<file path="src/rtl/timer_register_bank.sv">
// timer_register_bank: multi-channel two-digit-BCD countdown timer register.
// Holds a preset and a live count for each channel (ch0 = seconds, ch1 = minutes,
// ch2 = hours). The count decrements on a 1 Hz tick, borrowing from channel to
// channel. A sticky alarm flag is raised when the count reaches zero. While the
// flag is set, the VGA bus shows the preset; otherwise it shows the live count.
// Optional feature macro: TIMER_AUTO_RELOAD_EN. When it is defined, the count
// reloads from the preset at expiry and the timer keeps running.
module timer_register_bank #(
  parameter int                N_CH   = 3,
  parameter logic [N_CH*8-1:0] CH_MAX = {8'h23, 8'h59, 8'h59},
  parameter int                CH_AW  = 2
) (
  input  logic              clk,
  input  logic              reset,
  input  logic              hold,
  input  logic              chip_select,
  input  logic              wr_en,
  input  logic [CH_AW-1:0]  wr_ch,
  input  logic [7:0]        in_rtc_dato,
  input  logic [7:0]        in_user_dato,
  input  logic              start,
  input  logic              stop,
  input  logic              tick,
  input  logic              ack_alarm,
  output logic [N_CH*8-1:0] out_dato_vga,
  output logic [7:0]        out_dato_rtc,
  output logic              running,
  output logic              flag_out
);

  typedef enum logic [1:0] {IDLE, RUN, EXPIRED} state_t;

  state_t     state_q, state_d;
  logic [7:0] preset_q [N_CH];
  logic [7:0] preset_d [N_CH];
  logic [7:0] count_q  [N_CH];
  logic [7:0] count_d  [N_CH];
  logic [7:0] dec_val  [N_CH];
  logic       flag_q, flag_d;
  logic       dec_zero;
  logic       count_nz;
  logic       preset_nz;
  logic [7:0] wr_data;

  // Clamp an incoming value to the channel maximum. Non-BCD nibbles count as out of range.
  function automatic logic [7:0] sanitize(input logic [7:0] v, input logic [7:0] max);
    if ((v[7:4] > 4'd9) || (v[3:0] > 4'd9) || (v > max)) return max;
    return v;
  endfunction

  // Decrement one two-digit BCD value. 00 wraps to the channel maximum.
  function automatic logic [7:0] bcd_dec(input logic [7:0] v, input logic [7:0] max);
    if (v == 8'h00)         return max;
    if (v[3:0] == 4'd0)     return {v[7:4] - 4'd1, 4'd9};
    return {v[7:4], v[3:0] - 4'd1};
  endfunction

  assign wr_data = chip_select ? in_user_dato : in_rtc_dato;

  // Borrow cascade. A channel decrements only when every lower channel is at 00.
  always_comb begin : dec_cascade
    logic borrow;
    // NOTE: every variable written in always_comb gets a value before any branch; otherwise a latch is inferred.
    borrow   = 1'b1;
    dec_zero = 1'b1;
    for (int i = 0; i < N_CH; i++) begin
      dec_val[i] = borrow ? bcd_dec(count_q[i], CH_MAX[i*8 +: 8]) : count_q[i];
      borrow     = borrow & (count_q[i] == 8'h00);
      dec_zero   = dec_zero & (dec_val[i] == 8'h00);
    end
  end

  // Reduce the count and the preset to "any channel non-zero" flags.
  always_comb begin
    count_nz  = 1'b0;
    preset_nz = 1'b0;
    for (int i = 0; i < N_CH; i++) begin
      count_nz  = count_nz  | (count_q[i]  != 8'h00);
      preset_nz = preset_nz | (preset_q[i] != 8'h00);
    end
  end

  // Next-state and datapath update. A write, a decrement or a reload is selected by state.
  always_comb begin
    state_d  = state_q;
    count_d  = count_q;
    preset_d = preset_q;
    flag_d   = flag_q;

`ifdef TIMER_AUTO_RELOAD_EN
    // With auto-reload, the acknowledge clears only the flag and works in any state.
    if (ack_alarm) flag_d = 1'b0;
`endif

    case (state_q)
      IDLE: begin
        if (wr_en && !hold) begin
          for (int i = 0; i < N_CH; i++) begin
            if (wr_ch == CH_AW'(i)) begin
              preset_d[i] = sanitize(wr_data, CH_MAX[i*8 +: 8]);
              count_d[i]  = sanitize(wr_data, CH_MAX[i*8 +: 8]);
            end
          end
        end
        if (start && count_nz) state_d = RUN;
      end

      RUN: begin
        if (stop) begin
          state_d = IDLE;
        end else if (tick && !hold) begin
          if (dec_zero) begin
            flag_d = 1'b1;
`ifdef TIMER_AUTO_RELOAD_EN
            count_d = preset_q;
            if (!preset_nz) state_d = IDLE;
`else
            count_d = dec_val;
            state_d = EXPIRED;
`endif
          end else begin
            count_d = dec_val;
          end
        end
      end

      EXPIRED: begin
        if (ack_alarm) begin
          flag_d  = 1'b0;
          count_d = preset_q;
          state_d = IDLE;
        end
      end

      default: state_d = IDLE;
    endcase
  end

  // State, preset, count and flag registers. The reset is synchronous.
  always_ff @(posedge clk) begin
    if (reset) begin
      // NOTE: sequential state uses non-blocking assignments so all registers update together at the edge.
      state_q <= IDLE;
      flag_q  <= 1'b0;
      // NOTE: these are small flop arrays, not a RAM, so each entry is reset explicitly.
      for (int i = 0; i < N_CH; i++) begin
        preset_q[i] <= 8'h00;
        count_q[i]  <= 8'h00;
      end
    end else begin
      state_q  <= state_d;
      flag_q   <= flag_d;
      preset_q <= preset_d;
      count_q  <= count_d;
    end
  end

  // Display bus and preset readback, decoded from the registers.
  always_comb begin
    out_dato_rtc = 8'h00;
    for (int i = 0; i < N_CH; i++) begin
      out_dato_vga[i*8 +: 8] = flag_q ? preset_q[i] : count_q[i];
      if (wr_ch == CH_AW'(i)) out_dato_rtc = preset_q[i];
    end
  end

  assign running  = (state_q == RUN);
  assign flag_out = flag_q;

endmodule

</file>
<file path="config.mk">
export PLATFORM = sky130hd
export DESIGN_NAME = timer_register_bank
export DESIGN_NICKNAME = d
export VERILOG_FILES = /design/src/rtl/timer_register_bank.sv
export SDC_FILE = /design/constraint.sdc
export NUM_CORES = 1
export LEC_CHECK = 0
export ABC_AREA = 1
export BUFFER_PORTS_ARGS = -buffer_cell sky130_fd_sc_hd__buf_4
export CAP_MARGIN = 40
export CORE_MARGIN = 2
export CORE_UTILIZATION = 58
export CTS_CLUSTER_DIAMETER = 120
export DETAILED_ROUTE_END_ITERATION = 16
export PLACE_DENSITY_LB_ADDON = 0.25
export SLEW_MARGIN = 20
export SYNTH_ARGS = -nofsm -noshare
export SYNTH_HDL_FRONTEND = slang
export SYNTH_SLANG_ARGS = --single-unit
</file>
<file path="constraint.sdc">
create_clock -name clk -period 2.3 [get_ports clk]
set_input_delay 0.23 -clock clk [delete_from_list [all_inputs] [get_ports clk]]
set_output_delay 0.23 -clock clk [all_outputs]
set_load 0.01 [all_outputs]
</file>
* Yosys cells after proc, flatten, opt, wreduce, memory -nomap -nowiden
Index checks and enable logic that the tools add are counted.
Operators by class: add/subtract/negate cells 6, order comparisons 4, eq/ne operators 15, muxes and demuxes 65, bitwise operators 5, reductions and logical operators 31
Operator list (count):
- 2-to-1 mux 8 bit | 29
- 2-to-1 mux 24 bit | 4
- one-hot mux 24 bit (3 select lines) | 1
- zero test 8 bit | 6
- 2-to-1 mux 1 bit | 24
- nonzero test 8 bit | 3
- subtractor 4 x 1 -> 4 bit (second input constant) | 6
- AND reduction 6 bit | 3
- inequality test 2 bit (second input constant) | 7
- zero test 4 bit | 3
- 2-to-1 mux 2 bit | 5
- AND reduction 3 bit | 3
- greater-than comparator 4 bit (second input constant) | 2
- greater-than comparator 8 x 6 -> 1 bit (second input constant) | 1
- greater-than comparator 8 x 7 -> 1 bit (second input constant) | 1
- inequality test 3 x 2 -> 1 bit (second input constant) | 2
- one-hot mux 2 bit (3 select lines) | 1
- AND reduction 5 bit | 1
- equality test 2 x 1 -> 1 bit (second input constant) | 2
- equality test 2 bit (second input constant) | 2
- zero test 2 bit | 2
- inequality test 2 x 1 -> 1 bit (second input constant) | 2
- AND reduction 4 bit | 1
- bitwise AND 1 bit | 3
- other kinds (7) | 12
Storage, ports and cells: register bits 51, input port bits 27, output and inout bits 34, word-level logic and storage cells 134

* Logic depth before layout (Yosys ltp)
depth after elaboration 13, mapped depth 18, mapped depth without buffers 18

* Worst setup path after synthesis
OpenSTA, ideal clock, no wires.
kind reg2reg, from register state_q[0], to register count_q[2] (netlist name), setup time 0.067 ns, data arrival time 1.801 ns, data required time 2.233 ns, slack 0.431 ns, stages on the path, launching flop included 14, buffers on the path 2, period minus slack after synthesis 1.869 ns, cell sequence dfxtp_1 > inv_1 > ha_1 > buf_2 > inv_2 > nor2_1 > a21oi_1 > o21ai_1 > nor2_1 > nand2_1 > inv_1 > buf_2 > nand3_1 > a21oi_2
Between the ends: cells in the longest elaborated chain, start to end 3, elaborated cells on any way between the ends 11, classes of those cells eq/ne (7); mux (1); reduce/logical (3)
RTL lines:
- start: declaration | line 33 | state_t state_q, state_d;
- start signal: assignment | line 151 | state_q <= state_d;
- equality test 2 x 1 -> 1 bit (tied with other cells) | line 95 | case (state_q)
- inequality test 2 x 1 -> 1 bit (no source line) (tied with other cells)
- AND reduction 6 bit (no source line)
- end signal: assignment | line 154 | count_q <= count_d;
- end: declaration | line 36 | logic [7:0] count_q [N_CH];
Several ways; a longest one is shown, not always the timed one. A chain may end at the register's enable or synchronous reset.

* Final worst setup path
from register count_q[16] (netlist name), to register state_q[0]
Between the ends: cells in the longest elaborated chain, start to end 10, elaborated cells on any way between the ends 24, classes of those cells add/sub (1); eq/ne (2); mux (8); bitwise (5); reduce/logical (8)
RTL lines:
- parallel branches: the longest is 9 deep, another holds subtractor 4 x 1 -> 4 bit
- AND reduction 4 bit (no source line) (*)
Every way passes the cells marked *. The select of a mux whose other input is x is not followed.

==> results by group <==
Timing
  – Fmax: 0.4673 GHz
  – Final worst-path cycle share: 0.9304
  – Slew headroom: 0.6028
  – Clock Skew: 11.34 ps
  – Min Tclk post-route: 2140 ps
  – Final Hold Fails: 0
  – Slew at the pin closest to its max-slew limit: 595.0 ps
  – Final Setup Violations: 0
  – Final slew viol count: 0
  – Final WS setup: 160.1 ps

Job
  – Max Cap Viol: 0

Logic synthesis
  – Syn Area/Cell: 5.969 um2
  – Synth Warn #: 0
  – Most common cell in the synthesized netlist: nand2_1
  – Flop and latch count out of synthesis: 51
  – Ys flop type: dfxtp_1
  – Synth async-reset ratio: 0
  – Synth top area cells: dfxtp_1 25%, nand2_1 18%, o21ai_0 10%
  – Sequential share of the synthesized area: 0.2545
  – Synth top area share: 0.2545
  – Synth cell types: 42
  – Syn_nets: 710
  – Cells after Synth: 672
  – Commonest cells in the netlist: 189 x nand2_1, 86 x inv_1, 81 x o21ai_0, 51 x dfxtp_1
  – Post-synth EDFFs: 0
  – Synthesized area: 4011 um2
  – Synth area leader: dfxtp_1

Final layout
  – Fraction of layout cells with a size suffix above 1: 0.1962
  – Fin util: 0.7044
  – Register area: 1021 um2
  – Fin area: 4760 um2
  – Syn-to-layout area delta: 18.65%
  – Antenna cells: 0
  – Area of the multi-input gates: 2537 um2
  – # nets final: 776
  – Non-filler instance count after layout: 819
  – Fillers: 624

Worst setup path
  – Top Family by Delay on Critical Path: simple AND/OR/NAND/NOR gates
  – Most used cell, CP: nand2_1
  – Arrival time worst endpoint: 2370 ps
  – Critical path's slowest cell: dfxtp_1
  – WP buf/inv: 1
  – Critical path launch point type: flip-flop
  – Required @ worst endpoint: 2530 ps
  – Slowest cell delay on critical path: 390 ps
  – Nature of the critical path endpoint: flip-flop
  – Worst path cell trace: nor2_4 -> nand2_4 -> nor2_8 -> buf_4 -> nand2_1 -> nand2_1 -> nand2_1 -> nor2_1 -> nand3_1 -> nor2_1 -> nand4_1 -> nand2_1 -> nand2_1 -> nand2_1 -> nor2_1
  – Crit Path Class: flip-flop to flip-flop
  – Crit Path Max Fanout: 7

Detailed routing
  – Remaining DRCs: 0
  – ANT nets after route: 0
  – DR vias/cell: 5.830
  – DR WL/cell: 16.97 um
  – Initial drt markers: 438
  – Post-Route WL: 13900 um
  – Drt pass-1 iters: 5
  – Routed vias: 4775

Clocking
  – Clock buffer count from CTS: 5
  – Worst skew pair latency: 330 ps
  – H-Tree Depth: 2
  – Clk root buf: clkbuf_8
  – CTS Buffer Depth: 2
  – CTS tree: yes
  – Num Clock Sinks: 51
  – Worst-path clk slew: 120 ps
  – CTS Hold Buffers Added: 0

Die
  – IO Count: 61
  – Row cnt: 30
  – Starting Density: 0.5937
  – Area of the core: 6756 um2
  – Die area: 7598 um2
  – Chip Width: 87.17 um
  – Die Y: 87.17 um

Global routing
  – Grt total ovfl: 0
  – Pin count of the biggest net entering global routing: 35
  – Vias in the first global route: 4413
  – Initial antenna violation count: 0
  – First-pass GRT wire length: 21490 um
  – Total GRT Usage: 0.3649

Power
  – Total power: 3874 uW
  – PD cells: 813.9 nW/um2
  – Leak: 0.002297 uW
  – Peak supply drop: 414.5 uV

Placement
  – PortBufs: 60
  – Post-place setup slack: 80.67 ps
  – DP Wirelength: 10280 um
  – Placed cells: 805
  – Routability cong.: 1.002
  – Cell Area, Placed: 4581 um2

Status
  – Status: complete, no violations

Min path
  – Worst min path class: input pin to flip-flop
==> where the power goes <==
group | switching [uW] | internal, uW | leakage, uW
clock network | 368 | 227 | 0.0000467
registers | 113 | 973 | 0.000416
logic | 1410 | 784 | 0.00183
total | 1890 | 1980 | 0.00230
==> cell usage in the layout, fill, tap and decap left out, drive strengths merged, types with 3 or more instances in the layout <==
cell / count
a211oi: 3
a21oi: 45
a221oi: 3
a31oi: 10
buf: 83
clkbuf: 5
dfxtp: 51
ha: 11
inv: 96
nand2: 199
nand3: 51
nand4: 4
nor2: 62
nor3: 3
o211ai: 3
o21ai: 87
o22ai: 6
==> per-layer routing <==
layer | GRT usage | part of all wire | routed length (um) | up-vias
met5 | 0 | 0 | 0 | -
met4 | 0.1273 | 0.032 | 451 | 0
met3 | 0.04739 | 0.10 | 1403 | 49
met2 | 0.5684 | 0.44 | 6087 | 294
met1 | 0.5183 | 0.43 | 5959 | 2109
li1 | - | - | - | 2323
==> cell type report <==
type	instances	area share
Tap cell	80	0.02103
Inverter	96	0.07755
Multi-Input combinational cell	501	0.5331
Clock buffer	5	0.01446
Sequential cell	51	0.2145
Clock inverter	3	0.005783
Timing Repair Buffer	83	0.1335
==> sequential cells by signal, summed over array words and instances, names as in the netlist <==
signal / count
count_q: 24
preset_q: 24
state_q: 2
flag_out: 1
==> metrics by stage <==
step           setup TNS (ps)  hold slack (ps)
2_1_floorplan               0            414.8
3_3_place_gp                0            492.8
3_5_place_dp                0            502.4
4_1_cts                     0            212.9
5_1_grt               -0.3757            233.7
6_report                    0            220.0
==> worst paths after layout <==
| check | start | to | slack (ps) | depth (start not counted) |
|---|---|---|---|---|
| min reg2reg | count_q[7] | count_q[7] | 530 | 2 |
| max reg2reg | count_q[16] | state_q[0] | 160 | 15 |
| max | count_q[16] | state_q[0] | 160 | 15 |
| min | stop | state_q[1] | 220 | 4 |
==> kinds of logic (layout without fill, tap and decap cells) <==
| family | Yosys count | in the layout | synth area share |
|---|---|---|---|
| multiplexers | 2 | 2 | 0.005614 |
| buffers and inverters | 121 | 187 | 0.1232 |
| AND/OR/NAND/NOR | 322 | 323 | 0.3531 |
| adder cells (fa/ha/maj) | 11 | 11 | 0.03431 |
| AO/OA/AOI/OAI | 163 | 163 | 0.2249 |
| flip-flops | 51 | 51 | 0.2545 |
| XOR/XNOR | 2 | 2 | 0.004368 |
==> tightest hold or removal path, stage by stage <==
cell and delay, ps:
buf_4 80, o21bai_1 70, nand2_1 70, a21oi_1 50
==> repair_timing <==
item	in CTS	in global routing
setup endpoints to repair	0	6
setup buffers	0	5
gates resized for setup	0	13
No activity file was read; power rests on OpenSTA's default activity.
